--- src/rtl/tl_arb_pkg.sv ---
// Shared widths, field offsets, opcodes and helpers for the two-client TL-UH arbiter.
package tl_arb_pkg;

  localparam int N_CLIENTS    = 2;
  localparam int MAX_INFLIGHT = 8;
  localparam int BEAT_BYTES   = 4;

  // Packed A beat: {opcode[2:0], param[2:0], size[2:0], source[5:0], address[24:0], mask[3:0], data[31:0]}
  localparam int A_W         = 76;
  localparam int A_SRC_LSB   = 61;
  localparam int A_SIZE_LSB  = 67;
  localparam int A_OP_LSB    = 73;

  // Packed D beat: {opcode[2:0], param[1:0], size[2:0], source[6:0], sink, denied, corrupt, data[31:0]}
  localparam int D_W         = 50;
  localparam int D_SRC_LSB   = 35;
  localparam int D_SIZE_LSB  = 42;
  localparam int D_OP_LSB    = 47;

  // A channel opcodes
  localparam logic [2:0] PUT_FULL    = 3'd0;
  localparam logic [2:0] PUT_PARTIAL = 3'd1;
  localparam logic [2:0] ARITH       = 3'd2;
  localparam logic [2:0] LOGIC       = 3'd3;
  localparam logic [2:0] GET         = 3'd4;
  localparam logic [2:0] HINT        = 3'd5;

  // D channel opcodes
  localparam logic [2:0] ACK      = 3'd0;
  localparam logic [2:0] ACK_DATA = 3'd1;

  typedef enum logic {
    A_IDLE,
    A_BURST
  } a_state_e;

  // Number of data beats a message of the given size occupies (never less than one).
  function automatic logic [7:0] beats(input logic [2:0] size);
    logic [7:0] n;
    n = (8'd1 << size) / 8'(BEAT_BYTES);
    return (n == 8'd0) ? 8'd1 : n;
  endfunction

endpackage

--- src/rtl/tl_beat_counter.sv ---
// Tracks the beats of one multi-beat message; flags the first and last beat of each message.
module tl_beat_counter (
  input  logic       clock,
  input  logic       reset,
  input  logic       load,
  input  logic       fire,
  input  logic [7:0] load_beats,
  output logic       first,
  output logic       last
);

  logic [7:0] remaining_q;
  logic [7:0] remaining_d;

  // A zero remainder means the next beat to fire opens a new message.
  assign first = (remaining_q == 8'd0);
  assign last  = first ? (load_beats <= 8'd1) : (remaining_q == 8'd1);

  // Load the beats still owed after the first one, then count them down.
  always_comb begin
    remaining_d = remaining_q;
    if (load) begin
      remaining_d = (load_beats > 8'd1) ? load_beats - 8'd1 : 8'd0;
    end else if (fire && !first) begin
      remaining_d = remaining_q - 8'd1;
    end
  end

  // Remainder register, cleared on reset so a partial message is abandoned.
  always_ff @(posedge clock) begin
    if (reset) begin
      remaining_q <= 8'd0;
    end else begin
      remaining_q <= remaining_d;
    end
  end

endmodule

--- src/rtl/tl_a_client_arbiter.sv ---
// Two-client TL-UH arbiter: round-robin A with burst lock, D routed back by source tag.
module tl_a_client_arbiter
  import tl_arb_pkg::*;
(
  input  logic                   clock,
  input  logic                   reset,
  input  logic [1:0]             in_a_valid,
  output logic [1:0]             in_a_ready,
  input  logic [2*A_W-1:0]       in_a_bits,
  output logic                   out_a_valid,
  input  logic                   out_a_ready,
  output logic [A_W:0]           out_a_bits,
  input  logic                   out_d_valid,
  output logic                   out_d_ready,
  input  logic [D_W-1:0]         out_d_bits,
  output logic [1:0]             in_d_valid,
  input  logic [1:0]             in_d_ready,
  output logic [2*(D_W-1)-1:0]   in_d_bits,
  output logic [3:0]             inflight
);

  a_state_e   state_q, state_d;
  logic       rr_q, rr_d;
  logic       lock_q, lock_d;
  logic [3:0] inflight_q, inflight_d;

  logic           winner;
  logic           sel;
  logic           full;
  logic [A_W-1:0] sel_bits;
  logic [2:0]     sel_op;
  logic [2:0]     sel_size;
  logic [7:0]     a_load_beats;
  logic           a_fire;
  logic           a_first;
  logic           a_last;

  logic           tgt;
  logic [2:0]     d_op;
  logic [2:0]     d_size;
  logic [7:0]     d_load_beats;
  logic [D_W-2:0] d_stripped;
  logic           d_fire;
  logic           d_first;
  logic           d_last;

  assign full = (inflight_q == 4'(MAX_INFLIGHT));

  // Round-robin pick: the pointed-to client wins unless it is idle and the other is not.
  always_comb begin
    winner = (in_a_valid[rr_q] || !in_a_valid[~rr_q]) ? rr_q : ~rr_q;
  end

  assign sel      = (state_q == A_BURST) ? lock_q : winner;
  assign sel_bits = sel ? in_a_bits[2*A_W-1:A_W] : in_a_bits[A_W-1:0];
  assign sel_op   = sel_bits[A_OP_LSB +: 3];
  assign sel_size = sel_bits[A_SIZE_LSB +: 3];

  assign a_load_beats = (sel_op == PUT_FULL || sel_op == PUT_PARTIAL) ? beats(sel_size) : 8'd1;

  // Downstream source carries the client index above the client's own 6-bit source.
  assign out_a_bits = {sel_bits[A_W-1:A_SRC_LSB+6], sel, sel_bits[A_SRC_LSB+5:0]};

  // FSM outputs: in a burst only the locked client passes and the inflight limit is ignored.
  always_comb begin
    out_a_valid = 1'b0;
    in_a_ready  = 2'b00;
    if (!reset) begin
      if (state_q == A_BURST) begin
        out_a_valid        = in_a_valid[lock_q];
        in_a_ready[lock_q] = out_a_ready;
      end else begin
        out_a_valid        = in_a_valid[winner] & ~full;
        in_a_ready[winner] = out_a_ready & ~full;
      end
    end
  end

  assign a_fire = out_a_valid & out_a_ready;

  // FSM next state: a multi-beat Put first beat locks the winner until its last beat.
  always_comb begin
    state_d = state_q;
    rr_d    = rr_q;
    lock_d  = lock_q;
    case (state_q)
      A_IDLE: begin
        if (a_fire) begin
          rr_d   = ~winner;
          lock_d = winner;
          if (!a_last) begin
            state_d = A_BURST;
          end
        end
      end
      A_BURST: begin
        if (a_fire && a_last) begin
          state_d = A_IDLE;
        end
      end
      default: state_d = A_IDLE;
    endcase
  end

  tl_beat_counter u_a_beats (
    .clock      (clock),
    .reset      (reset),
    .load       (a_fire && (state_q == A_IDLE)),
    .fire       (a_fire),
    .load_beats (a_load_beats),
    .first      (a_first),
    .last       (a_last)
  );

  // D routing: the top source bit selects the client; that bit is dropped on the way up.
  assign tgt        = out_d_bits[D_SRC_LSB+6];
  assign d_op       = out_d_bits[D_OP_LSB +: 3];
  assign d_size     = out_d_bits[D_SIZE_LSB +: 3];
  assign d_stripped = {out_d_bits[D_W-1:D_SRC_LSB+7], out_d_bits[D_SRC_LSB+5:0]};
  assign in_d_bits  = {d_stripped, d_stripped};
  assign d_load_beats = (d_op == ACK_DATA) ? beats(d_size) : 8'd1;

  // Steer D valid to the tagged client and take its ready back.
  always_comb begin
    in_d_valid  = 2'b00;
    out_d_ready = 1'b0;
    if (!reset) begin
      in_d_valid[tgt] = out_d_valid;
      out_d_ready     = in_d_ready[tgt];
    end
  end

  assign d_fire = out_d_valid & out_d_ready;

  tl_beat_counter u_d_beats (
    .clock      (clock),
    .reset      (reset),
    .load       (d_fire && d_first),
    .fire       (d_fire),
    .load_beats (d_load_beats),
    .first      (d_first),
    .last       (d_last)
  );

  // Outstanding count: up on an accepted first A beat, down on a last D beat, saturating at 0.
  always_comb begin
    inflight_d = inflight_q;
    if ((a_fire && a_first) && !(d_fire && d_last)) begin
      inflight_d = inflight_q + 4'd1;
    end else if ((d_fire && d_last) && !(a_fire && a_first) && (inflight_q != 4'd0)) begin
      inflight_d = inflight_q - 4'd1;
    end
  end

  assign inflight = inflight_q;

  // State register for the A FSM, round-robin pointer, lock owner and outstanding count.
  always_ff @(posedge clock) begin
    if (reset) begin
      state_q    <= A_IDLE;
      rr_q       <= 1'b0;
      lock_q     <= 1'b0;
      inflight_q <= 4'd0;
    end else begin
      state_q    <= state_d;
      rr_q       <= rr_d;
      lock_q     <= lock_d;
      inflight_q <= inflight_d;
    end
  end

endmodule

--- config.mk ---
export PLATFORM = sky130hd
export DESIGN_NAME = tl_a_client_arbiter
export DESIGN_NICKNAME = d
export VERILOG_FILES = /design/src/rtl/tl_arb_pkg.sv /design/src/rtl/tl_beat_counter.sv /design/src/rtl/tl_a_client_arbiter.sv
export SDC_FILE = /design/constraint.sdc
export NUM_CORES = 1
export LEC_CHECK = 0
export CAP_MARGIN = 20
export CORE_AREA = 2 2 156 158
export CTS_BUF_LIST = sky130_fd_sc_hd__clkbuf_8 sky130_fd_sc_hd__clkbuf_16
export DETAILED_ROUTE_END_ITERATION = 10
export DIE_AREA = 0 0 158 160
export GPL_TIMING_DRIVEN = 1
export PLACE_DENSITY_LB_ADDON = 0.12
export SYNTH_ARGS = -nofsm -noshare
export SYNTH_HDL_FRONTEND = slang
export SYNTH_SLANG_ARGS = --single-unit
export TNS_END_PERCENT = 10
--- constraint.sdc ---
create_clock -name clock -period 2.5 [get_ports clock]
set_input_delay 0.25 -clock clock [delete_from_list [all_inputs] [get_ports clock]]
set_output_delay 0.25 -clock clock [all_outputs]
set_load 0.005 [all_outputs]
### Yosys cells after proc, flatten, opt, wreduce, memory -nomap -nowiden

Index checks and enable logic that the tools add are counted.

| operators by class | value |
|---|---|
| add/subtract/negate cells | 6 |
| $mul | 0 |
| divide/modulo/power cells | 0 |
| order comparisons | 12 |
| equal/unequal tests | 5 |
| shift-type cells | 2 |
| mux-type cells | 43 |
| bitwise operators | 11 |
| reductions and logical operators | 30 |

Operators by type and width:

| cell | number |
|---|---|
| $mux W76 | 1 |
| $mux W8 | 6 |
| $logic_not A8 Y1 | 4 |
| $mux W6 | 4 |
| $mux W1 | 23 |
| $eq A8 B1 Y1 const B | 2 |
| $shl A1 B3 Y8 const A | 2 |
| $sub A8 B1 Y8 const B | 2 |
| $sub A6 B1 Y7 const B | 2 |
| $logic_and A1 B1 Y1 | 13 |
| $gt A6 B1 Y1 const B | 2 |
| $le A6 B1 Y1 const B | 2 |
| $lt A1 B2 Y1 const B | 5 |
| $mux W4 | 2 |
| $and A2 B2 Y2 | 3 |
| $eq A3 B1 Y1 const B | 2 |
| $mux W2 | 3 |
| $reduce_bool A2 Y1 | 3 |
| $logic_not A1 Y1 | 5 |
| $add A4 B1 Y4 const B | 1 |
| $and A1 B1 Y1 | 4 |
| $eq A4 B4 Y1 const B | 1 |
| $not A1 Y1 | 4 |
| $reduce_bool A4 Y1 | 1 |
| other kinds (7) | 12 |

| storage, ports and cells | value |
|---|---|
| bits in registers | 23 |
| bits in latches | 0 |
| bits in writable memories | 0 |
| memory bits (read-only) | 0 |
| bits of input ports | 210 |
| output and inout bits | 185 |
| memories | 0 |

### Longest topological paths before layout

Gate-level depths: netlist (run 1).

| depth | value |
|---|---|
| depth in word-level cells | 18 |
| depth in mapped cells | 13 |
| mapped depth without buffers | 12 |

### By module

Synthesis (run 1) repeated with hierarchy kept, for this count alone.

| unflattened totals | value |
|---|---|
| cells, all modules | 459 |
| area, all modules | 4010.1 µm² |

By module, submodules not included:

| module | instances | cells each | area each (µm²) | seq. area each (µm²) |
|---|---|---|---|---|
| tl_a_client_arbiter | 1 | 275 | 2446.1 | 140.1 |
| tl_beat_counter | 2 | 92 | 782.0 | 160.2 |

### Worst setup path after synthesis (run 1)

Ideal clock, no wire load.

| timing | value |
|---|---|
| path kind | register to register |
| from | reg u_a_beats.remaining_q[2] |
| to | reg inflight_q[3] (netlist: inflight[3]) |
| setup time | 67 ps |
| data arrival time | 2598 ps |
| path slack | -166 ps |
| cell stages (with the launch flop) | 11 |
| path buffers | 0 |
| path through | dfxtp_1 > or4_4 > nor4b_4 > and3_2 > nand2b_1 > ha_1 > a21o_1 > a21oi_1 > or3_1 > a21o_1 > a21oi_2 |

| between the ends | value |
|---|---|
| word-level cells in the longest chain between the ends | 6 |
| elaborated cells on any way between the ends | 8 |
| classes of those cells | 1 x mux; 7 x reduce/logical |

RTL lines:

| what | RTL line | text |
|---|---|---|
| from (decl) | tl_beat_counter.sv:12 | `logic [7:0] remaining_q;` |
| from (signal assigned) | tl_beat_counter.sv:34 | `remaining_q <= remaining_d;` |
| $logic_not A8 Y1 * | tl_beat_counter.sv:16 | `assign first = (remaining_q == 8'd0);` |
| $logic_and A1 B1 Y1 * | tl_a_client_arbiter.sv:148, tl_a_client_arbiter.sv:150 |  |
| $logic_not A1 Y1 | tl_a_client_arbiter.sv:150 | `end else if ((d_fire && d_last) && !(a_fire && a_first) && (inflight_q != 4'd0)) begin` |
| $logic_and A1 B1 Y1 (2 in a row) | tl_a_client_arbiter.sv:150 |  |
| $reduce_bool A2 Y1 (no line) | - |  |
| to (signal assigned) | tl_a_client_arbiter.sv:168 | `inflight_q <= inflight_d;` |
| to (decl) | tl_a_client_arbiter.sv:25 | `logic [3:0] inflight_q, inflight_d;` |

Every way passes the cells marked *; elsewhere a longest branch is shown, timed or not.
A chain may end at the register's enable or synchronous reset.

### Worst setup path in the final report (run 1)

| timing | value |
|---|---|
| from | reg u_a_beats.remaining_q[5] |
| to | reg inflight_q[3] (netlist: inflight[3]) |

Same word-level chain as after synthesis.

==> results of run 1 <==
## repair_timing
| action | CTS | global route |
|---|---|---|
| pin swaps | 13 | 3 |
| endpoints found under the setup margin | 88 | 22 |
| gates cloned | 3 | 0 |
| gates resized for setup | 109 | 12 |
| buffers inserted | 8 | 1 |
## cell type report
type / instances / area (um2)
inverter: 15 / 56.30
multi-input combinational: 265 / 2286
clock buffer: 3 / 75.07
fill: 2633 / 17400
timing repair buffer: 327 / 3132
clock inverter: 1 / 3.754
sequential: 23 / 462.9
tap: 324 / 405.4
## layout by cell type (no fill, tap or decap), types with 3 or more instances in the layout
cell type,netlist,layout
nor3_1,13,13
ha_2,0,3
nand4_1,3,3
nand2_1,12,12
dlygate4sd2_1,0,74
a22oi_1,3,3
inv_1,15,16
clkbuf_2,0,3
nand3b_1,3,3
dlymetal6s2s_1,0,3
a31oi_1,4,4
buf_4,99,54
buf_12,0,4
nor2_1,24,24
nor4_1,5,5
mux2_4,0,3
o22ai_1,4,4
or3_1,4,3
clkbuf_16,0,3
a21o_1,6,6
nand2b_1,6,5
mux2i_1,8,6
xnor2_1,6,6
mux2_2,79,76
a21oi_1,13,12
ha_1,12,8
o21ai_0,8,5
a211oi_1,7,7
xor2_1,3,3
nand3_1,7,7
dfxtp_1,23,21
clkdlybuf4s50_1,0,184
## cells by family after synthesis
kind of cell / after synthesis / synth area share
buffers and inverters: 131 / 0.2479
and+or+nand+nor: 97 / 0.1579
muxes: 88 / 0.2808
AOI/OAI and AO/OA: 58 / 0.1126
DFF: 23 / 0.1303
adders and majority gates: 13 / 0.04816
xor gates and xnor gates: 9 / 0.02231
## critical path, stage by stage, from the launching register on
cell and delay [ns]:
dfxtp_2 0.32, or4_4 0.57, nor4b_4 0.25, and3_4 0.25, nand2b_4 0.08, ha_4 0.26
a21o_1 0.11, a21oi_2 0.06, or3_4 0.39, a21o_1 0.18, a21oi_2 0.10
## routing by layer
metal | global-route usage | vias to the layer above
met3 | 0.02334 | 27
met2 | 0.2103 | 117
met5 | 0 | -
met4 | 0.02948 | 0
li1 | - | 1825
met1 | 0.1359 | 1721
## sequential cells by signal (all words and copies together) (netlist names), named ones only
signal	cells
u_d_beats.remaining_q	8
rr_q	1
lock_q	1
inflight	4
u_a_beats.remaining_q	8
## where the power goes
| group | internal (W) | total (W) | switching [W] |
|---|---|---|---|
| Sequential | 0.000406 | 0.000437 | 0.0000311 |
| Combinational | 0.00103 | 0.00168 | 0.000650 |
| Clock | 0.000214 | 0.000347 | 0.000133 |
| Total | 0.00165 | 0.00246 | 0.000814 |
## stage by stage
| stage | cell area (um2) | setup TNS (ns) | util | instances | hold slack [ns] |
|---|---|---|---|---|---|
| 5_1_grt | 6421 | -4.454 | 0.2696 | 958 | 0.5000 |
| 4_1_cts | 6399 | -0.3279 | 0.2686 | 957 | 0.5001 |
| 6_report | 6421 | -0.3993 | 0.2696 | 958 | 0.5000 |
| 2_1_floorplan | 3545 | -0.2160 | - | 419 | 0.4243 |
| 3_5_place_dp | 6186 | -24.03 | 0.2597 | 942 | 0.5001 |
| 3_3_place_gp | 6186 | -23.30 | 0.2597 | 942 | 0.5001 |
## final timing paths
path,slack [ns],endpoint
hold / removal,0.50,in_d_bits[22]
setup / recovery,-0.14,inflight[3]
hold reg to reg,0.53,lock_q
setup reg to reg,-0.14,inflight[3]
==> flow_summary_export.csv, run 1 <==
group,metric,value,unit
synthesis,syn_inst,419,
routing,vias,3690,
cts,cts_hold_buffers,0,
timing,rsz0062_at_grt,"yes",
routing,dr.pass1.iters,4,
run_status,outcome,"finished with violations",
cells_and_area,nets,858,
floorplanning,start_util,0.1483,
cells_and_area,syn_to_final_growth,81.73,%
grt,grt_pass1_wl,22590,um
timing,setup_ws,-0.1401,ns
synthesis,syn_area_per_cell,8.433,um2
routing,viasPerCell,3.852,
floorplanning,fp-row-count,57,
synthesis,ys_types,56,
cts,cts_num_sinks,23,
synthesis,async_flop_share,0,
floorplanning,boundaryPins,395,
grt,overflow,0,
routing,top_layer,"met4",
synthesis,syn_area,0.003533,mm2
run_status,failed_checks,"negative setup slack",
floorplanning,die_w,158,um
routing,wl_met1,6188,um
floorplanning,dieArea,0.02528,mm2
cells_and_area,insertedDiodeCount,0,
power_and_ir_drop,peakVddDrop,0.0001864,V
synthesis,synthFlopType,"dfxtp_1",
synthesis,netlist_top_cells_count,"buf_4, mux2_2, nor2_1",
placement,dpl_worst_slack,-0.5754,ns
timing,worstMarginPinSlew,0.6179,ns
routing,ant_nets,0,
timing,finalMaxSlewViolations,0,
synthesis,yosys_warnings,0,
hold_path,holdCritPathClass,"in -> out",
synthesis,synth_top_area_frac,0.2518,
synthesis,ys_ff_latch,23,
cts,clockBufferDepth,2,
hold_path,hp-start,"out_d_bits[22]",
critical_path,crit_type,"reg -> reg",
power_and_ir_drop,power_density,383.7,mW/mm2
grt,grt_pass1_vias,3874,
grt,grt_max_degree,18,
routing,wl_per_cell,16.18,um
cts,ctsRootBufferMaster,"clkbuf_16",
timing,fin_worst_skew,0.003576,ns
timing,fin_crit_sh,1.056,
power_and_ir_drop,power,0.002464,W
timing,setup_viol,9,
timing,timing.slew.headroom,0.5843,
critical_path,endpoint_kind,"flop",
placement,post-dp-hpwl,13070,um
critical_path,startpoint,"u_a_beats.remaining_q[5]",
grt,antenna_found_initial,0,
routing,wl_met3,967,um
routing,drtIter0Drc,95,
placement,gp_congestion,0.7944,
synthesis,synth.most_common_cell,"buf_4",
critical_path,startpoint_type,"flop",
critical_path,r2r_cells,10,
cts,cts_buffers,3,
routing,wl_met2,8068,um
cts,clk_latency,0.26,ns
routing,drt-total-wl,15500,um
flow_run,maxCapViolCount,0,
floorplanning,coreArea,0.02382,mm2
timing,fin_crit,2.640,ns
routing,drc,0,
cts,cts_tree,"yes",
critical_path,critPathArrivalTime,2.83,ns
synthesis,synth_seq_area_share,0.1303,
critical_path,crit_fanout,4,
synthesis,yosysTopAreaCell,"mux2_2",
critical_path,critical_path_required,2.69,ns
cts,htreeDepth,1,
synthesis,yosys-top-cells-area,"mux2_2, buf_4, dfxtp_1, ha_1, nor2_1",
synthesis,synth_nets,642,
cells_and_area,drive_above_1_share,0.2808,
grt,grt_use_total,0.1152,
placement,io_buffer_count,265,
synthesis,synth-edff-count,0,
cts,path_clk_slew,0.06,ns
power_and_ir_drop,p_leak,2.635,nW
critical_path,rr_startpoint,"u_a_beats.remaining_q[5]",
timing,hold_viol,0,
floorplanning,die_h,160,um
timing,max_clock_freq,0.3788,GHz
hold_path,whs_path_depth,0,
No activity file was read; power rests on OpenSTA's default activity.
==> run 2, diff against run 1 <==
--- a/config.mk
+++ b/config.mk
@@ -6,10 +6,10 @@
 export NUM_CORES = 1
 export LEC_CHECK = 0
 export CAP_MARGIN = 20
-export CORE_AREA = 2 2 156 158
+export CORE_AREA = 4 4 153 155
 export CTS_BUF_LIST = sky130_fd_sc_hd__clkbuf_8 sky130_fd_sc_hd__clkbuf_16
 export DETAILED_ROUTE_END_ITERATION = 10
-export DIE_AREA = 0 0 158 160
+export DIE_AREA = 0 0 157 159
 export GPL_TIMING_DRIVEN = 1
 export PLACE_DENSITY_LB_ADDON = 0.12
 export SYNTH_ARGS = -nofsm -noshare
==> flow_summary_export.csv, run 2 (synthesized netlist as in run 1, its figures left out) <==
group,metric,value,unit
cts,htreeDepth,1,
grt,grt_use_total,0.1222,
cells_and_area,finalInstanceArea,0.006439,mm2
routing,wl_per_cell,17.45,um
routing,drt-total-wl,16050,um
cts,cts_hold_buffers,0,
cts,clockBufferDepth,2,
critical_path,startpoint_type,"flop",
routing,dr.pass1.iters,4,
critical_path,endpoint_kind,"flop",
run_status,failed_checks,"negative setup slack",
floorplanning,dieArea,0.02496,mm2
cells_and_area,final_common_cell,"clkdlybuf4s50_1",
flow_run,maxCapViolCount,0,
floorplanning,die_h,159,um
timing,fin_crit,2.617,ns
cts,ctsRootBufferMaster,"clkbuf_16",
run_status,outcome,"finished with violations",
cells_and_area,insertedDiodeCount,0,
grt,overflow,0,
timing,fin_worst_skew,0.003095,ns
critical_path,crit_fanout,3,
placement,placed_area,0.006141,mm2
placement,post-dp-hpwl,13560,um
cells_and_area,syn_to_final_growth,82.22,%
timing,setup_ws,-0.1174,ns
floorplanning,boundaryPins,395,
cts,cts_num_sinks,23,
cells_and_area,final-instance-count-excl-fill,920,
hold_path,holdCritPathClass,"in -> out",
critical_path,crit_type,"reg -> reg",
cells_and_area,mostFrequentLayoutCells,"clkdlybuf4s50_1, mux2_2, buf_4",
cells_and_area,drive_above_1_share,0.2953,
grt,grt_pass1_vias,4010,
grt,antenna_found_initial,0,
power_and_ir_drop,p_leak,2.623,nW
cts,path_clk_slew,0.06,ns
timing,hold_viol,0,
critical_path,critPathArrivalTime,2.81,ns
timing,setup_viol,3,
timing,rsz0062_at_grt,"yes",
placement,place_inst,901,
floorplanning,die_w,157,um
routing,vias,3728,
timing,worstMarginPinSlew,0.5573,ns
cts,cts_buffers,3,
floorplanning,coreArea,0.02182,mm2
grt,grt_pass1_wl,23960,um
placement,io_buffer_count,265,
timing,timing.slew.headroom,0.6250,
power_and_ir_drop,power_density,395.8,mW/mm2
cts,clk_latency,0.26,ns
timing,hold_ws,0.5000,ns
grt,grt_max_degree,32,
cts,cts_tree,"yes",
timing,fin_crit_sh,1.047,
timing,finalMaxSlewViolations,0,
timing,max_clock_freq,0.3821,GHz
placement,gp_congestion,0.8055,
critical_path,critical_path_required,2.70,ns
floorplanning,fp-row-count,54,
routing,viasPerCell,4.052,
power_and_ir_drop,peakVddDrop,0.0001886,V
cells_and_area,nets,864,
routing,ant_nets,0,
routing,drc,0,
routing,drtIter0Drc,74,
floorplanning,start_util,0.1619,
## run 2: per-stage QoR
stage	power, W	setup TNS, ns	setup slack [ns]	util
6_report	0.002548	-0.2358	-0.1174	0.2950
2_1_floorplan	0.001299	-0.2160	-0.07757	-
3_3_place_gp	0.002128	-23.48	-0.5271	0.2814
3_5_place_dp	0.002129	-23.88	-0.5793	0.2814
4_1_cts	0.002570	-0.3234	-0.1372	0.2929
5_1_grt	0.002737	-4.017	-0.2734	0.2950
## run 2: final timing paths
kind	end	start	slack [ns]	cells past startpoint
setup / recovery	inflight[3]	u_a_beats.remaining_q[5]	-0.12	10
hold / removal	in_d_bits[18]	out_d_bits[18]	0.50	0
setup reg to reg	inflight[3]	u_a_beats.remaining_q[5]	-0.12	10
hold reg to reg	u_a_beats.remaining_q[5]	u_a_beats.remaining_q[5]	0.52	2
## run 2: layer usage
layer,vias up,share of wire,track usage
met4,0,0.019,0.03077
li1,1834,-,-
met3,24,0.060,0.02637
met1,1745,0.37,0.1319
met2,125,0.55,0.2367
met5,-,0,0
## run 2: cell type report
class / count / area [um2]
repair buffers: 333 / 3197
fillers: 2335 / 15380
well taps: 280 / 350.3
multi-input cells: 265 / 2292
clock inverters: 1 / 5.005
inverters: 15 / 56.30
clock buffers: 3 / 75.07
flip-flops and latches: 23 / 462.9
## run 2: power breakdown
group          total (W)  leakage [nW]  switching [W]  internal (W)
registers       0.000437         0.189      0.0000303      0.000406
logic            0.00176          2.39       0.000665       0.00109
clock network   0.000355        0.0409       0.000140      0.000215
## run 2: worst max-delay path, cell delays in order, from the launching register on
cell and delay [ns]:
dfxtp_2 0.33, or4_4 0.56, nor4b_4 0.25, and3_4 0.24, nand2b_4 0.07, ha_4 0.26, a21o_1 0.12, a21oi_2 0.07
or3_4 0.37, a21o_1 0.17, a21oi_2 0.10
## run 2: what timing repair did
action | in CTS | in global routing
cloned | 3 | 0
endpoints found under the hold margin | 0 | 0
setup endpoints to repair | 86 | 56
gates resized for setup | 87 | 23
setup buffers | 10 | 2
pin swaps | 13 | 5
==> run 3, diff against run 2 <==
==> constraint.sdc (replaced) <==
create_clock -name clock -period 2.2 [get_ports clock]
set_input_delay 0.22 -clock clock [delete_from_list [all_inputs] [get_ports clock]]
set_output_delay 0.22 -clock clock [all_outputs]
set_load 0.005 [all_outputs]
==> flow_summary_export.csv, run 3 (synthesized netlist as in run 1, its figures left out) <==
group,metric,value,unit
cells_and_area,regArea,462.9,um2
placement,io_buffer_count,265,
critical_path,critPathArrivalTime,2.79,ns
routing,ant_nets,0,
timing,fin_worst_skew,0.003994,ns
routing,drc,0,
power_and_ir_drop,power_density,461.8,mW/mm2
cells_and_area,final_common_cell,"clkdlybuf4s50_1",
hold_path,holdCritPathClass,"in -> reg",
floorplanning,dieArea,0.02496,mm2
critical_path,critical_path_buf_inv_count,0,
grt,grt_pass1_wl,25230,um
critical_path,worstReg2RegEnd,"inflight[3]",
timing,timing.slew.headroom,0.6606,
routing,viasPerCell,4.098,
routing,vias,3893,
timing,finalMaxSlewViolations,0,
grt,grt_use_total,0.1284,
timing,fin_crit,2.596,ns
critical_path,max_stage_delay,0.56,ns
placement,post-dp-hpwl,13640,um
routing,drt-total-wl,17010,um
floorplanning,die_h,159,um
cts,cts_tree,"yes",
cts,cts_num_sinks,23,
cts,ctsRootBufferMaster,"clkbuf_16",
cells_and_area,finalInstanceArea,0.006819,mm2
floorplanning,fp-row-count,54,
routing,drtIter0Drc,94,
flow_run,maxCapViolCount,0,
timing,setup_ws,-0.3964,ns
grt,grt_max_degree,18,
run_status,outcome,"finished with violations",
cells_and_area,syn_to_final_growth,92.99,%
critical_path,rr_startpoint,"u_a_beats.remaining_q[5]",
grt,antenna_found_initial,0,
hold_path,hold_path_end,"lock_q",
critical_path,cp_top_family,"simple AND/OR/NAND/NOR gates",
critical_path,crit_fanout,3,
floorplanning,coreArea,0.02182,mm2
timing,worstMarginPinSlew,0.5045,ns
cells_and_area,nets,894,
placement,placed_area,0.006329,mm2
critical_path,endpoint_kind,"flop",
floorplanning,die_w,157,um
placement,gp_congestion,0.8240,
floorplanning,boundaryPins,395,
timing,fin_crit_sh,1.180,
timing,max_clock_freq,0.3852,GHz
cts,cts_buffers,3,
placement,place_inst,926,
hold_path,hp-start,"in_a_valid[0]",
critical_path,r2r_setup_slack,-0.40,ns
cells_and_area,fillers,2329,
critical_path,r2r_cells,10,
timing,rsz0062_at_grt,"yes",
cells_and_area,multi_input_area,0.002536,mm2
grt,overflow,0,
cells_and_area,mostFrequentLayoutCells,"clkdlybuf4s50_1, buf_4, mux2_4",
critical_path,crit_type,"reg -> reg",
cts,path_clk_slew,0.06,ns
routing,dr.pass1.iters,5,
timing,final.setup.tns,-1.572,ns
routing,wl_per_cell,17.91,um
critical_path,startpoint_type,"flop",
cells_and_area,final-instance-count-excl-fill,950,
timing,hold_viol,0,
grt,grt_pass1_vias,4303,
cells_and_area,drive_above_1_share,0.4403,
critical_path,crit_chain,"or4_4 -> nor4b_4 -> and3_4 -> nand2b_4 -> ha_4 -> a21o_1 -> a21oi_2 -> or3_4 -> a21o_1 -> a21oi_2",
cells_and_area,insertedDiodeCount,0,
cts,htreeDepth,1,
critical_path,critical_path_required,2.39,ns
floorplanning,start_util,0.1619,
power_and_ir_drop,p_leak,2.994,nW
cts,clockBufferDepth,2,
power_and_ir_drop,peakVddDrop,0.0002612,V
run_status,failed_checks,"negative setup slack",
cts,clk_latency,0.26,ns
timing,setup_viol,16,
hold_path,whs_path_depth,3,
critical_path,cpMaxStageDelayCell,"or4_4",
[run 3: cell type report]
cell class / count / share of cell area
clock buffer: 3 / 0.01101
clock inverter: 1 / 0.0007339
inverter: 15 / 0.008257
multi-input combinational: 265 / 0.3719
sequential: 23 / 0.06789
tap: 280 / 0.05138
timing repair buffer: 363 / 0.4888
[run 3: report_power, final]
part,leakage [nW],total (W),switching (W),internal (W)
clock network,0.0409,0.000405,0.000160,0.000245
registers,0.189,0.000489,0.0000272,0.000461
logic,2.76,0.00225,0.000854,0.00140
[run 3: worst min-delay path: cells and delay by family]
kind            cells  cell delay (ns)
simple gates        1             0.17
buf+inv             1             0.11
compound gates      1             0.09
[run 3: repair_timing]
item | 4_1_cts | 5_1_grt
setup buffers | 12 | 3
hold buffers | 0 | 0
setup endpoints to repair | 92 | 82
pin swaps | 11 | 9
gates cloned | 5 | 0
resized for setup | 368 | 59
[run 3: routing by layer]
layer | up-vias | global-route usage | wire (um)
li1 | 1897 | - | -
met1 | 1832 | 0.1418 | 6474
met2 | 140 | 0.2480 | 9223
met3 | 24 | 0.02392 | 1008
met4 | 0 | 0.03156 | 308
met5 | - | 0 | 0
[run 3: how the worst max path moves through the flow]
stage | from | endpoint | slack (ns) | depth (start not counted)
floorplan | u_a_beats.remaining_q[5] | inflight[3] | -0.38 | 10
global placement | in_a_valid[0] | u_a_beats.remaining_q[2] | -0.80 | 11
detailed placement | in_a_valid[0] | u_a_beats.remaining_q[2] | -0.91 | 11
CTS | u_a_beats.remaining_q[5] | inflight[3] | -0.41 | 10
global route | u_a_beats.remaining_q[5] | inflight[3] | -0.52 | 10
finish | u_a_beats.remaining_q[5] | inflight[3] | -0.40 | 10
[run 3: stage by stage]
stage | util | hold WS [ns] | power (W) | setup slack, ns
after CTS | 0.3070 | 0.4401 | 0.003110 | -0.4055
after global routing | 0.3125 | 0.4144 | 0.003367 | -0.5160
after floorplan | - | 0.3943 | 0.001476 | -0.3776
after detailed placement | 0.2900 | 0.4401 | 0.002474 | -0.9063
after global placement | 0.2900 | 0.4401 | 0.002474 | -0.7994
final | 0.3125 | 0.3806 | 0.003149 | -0.3964
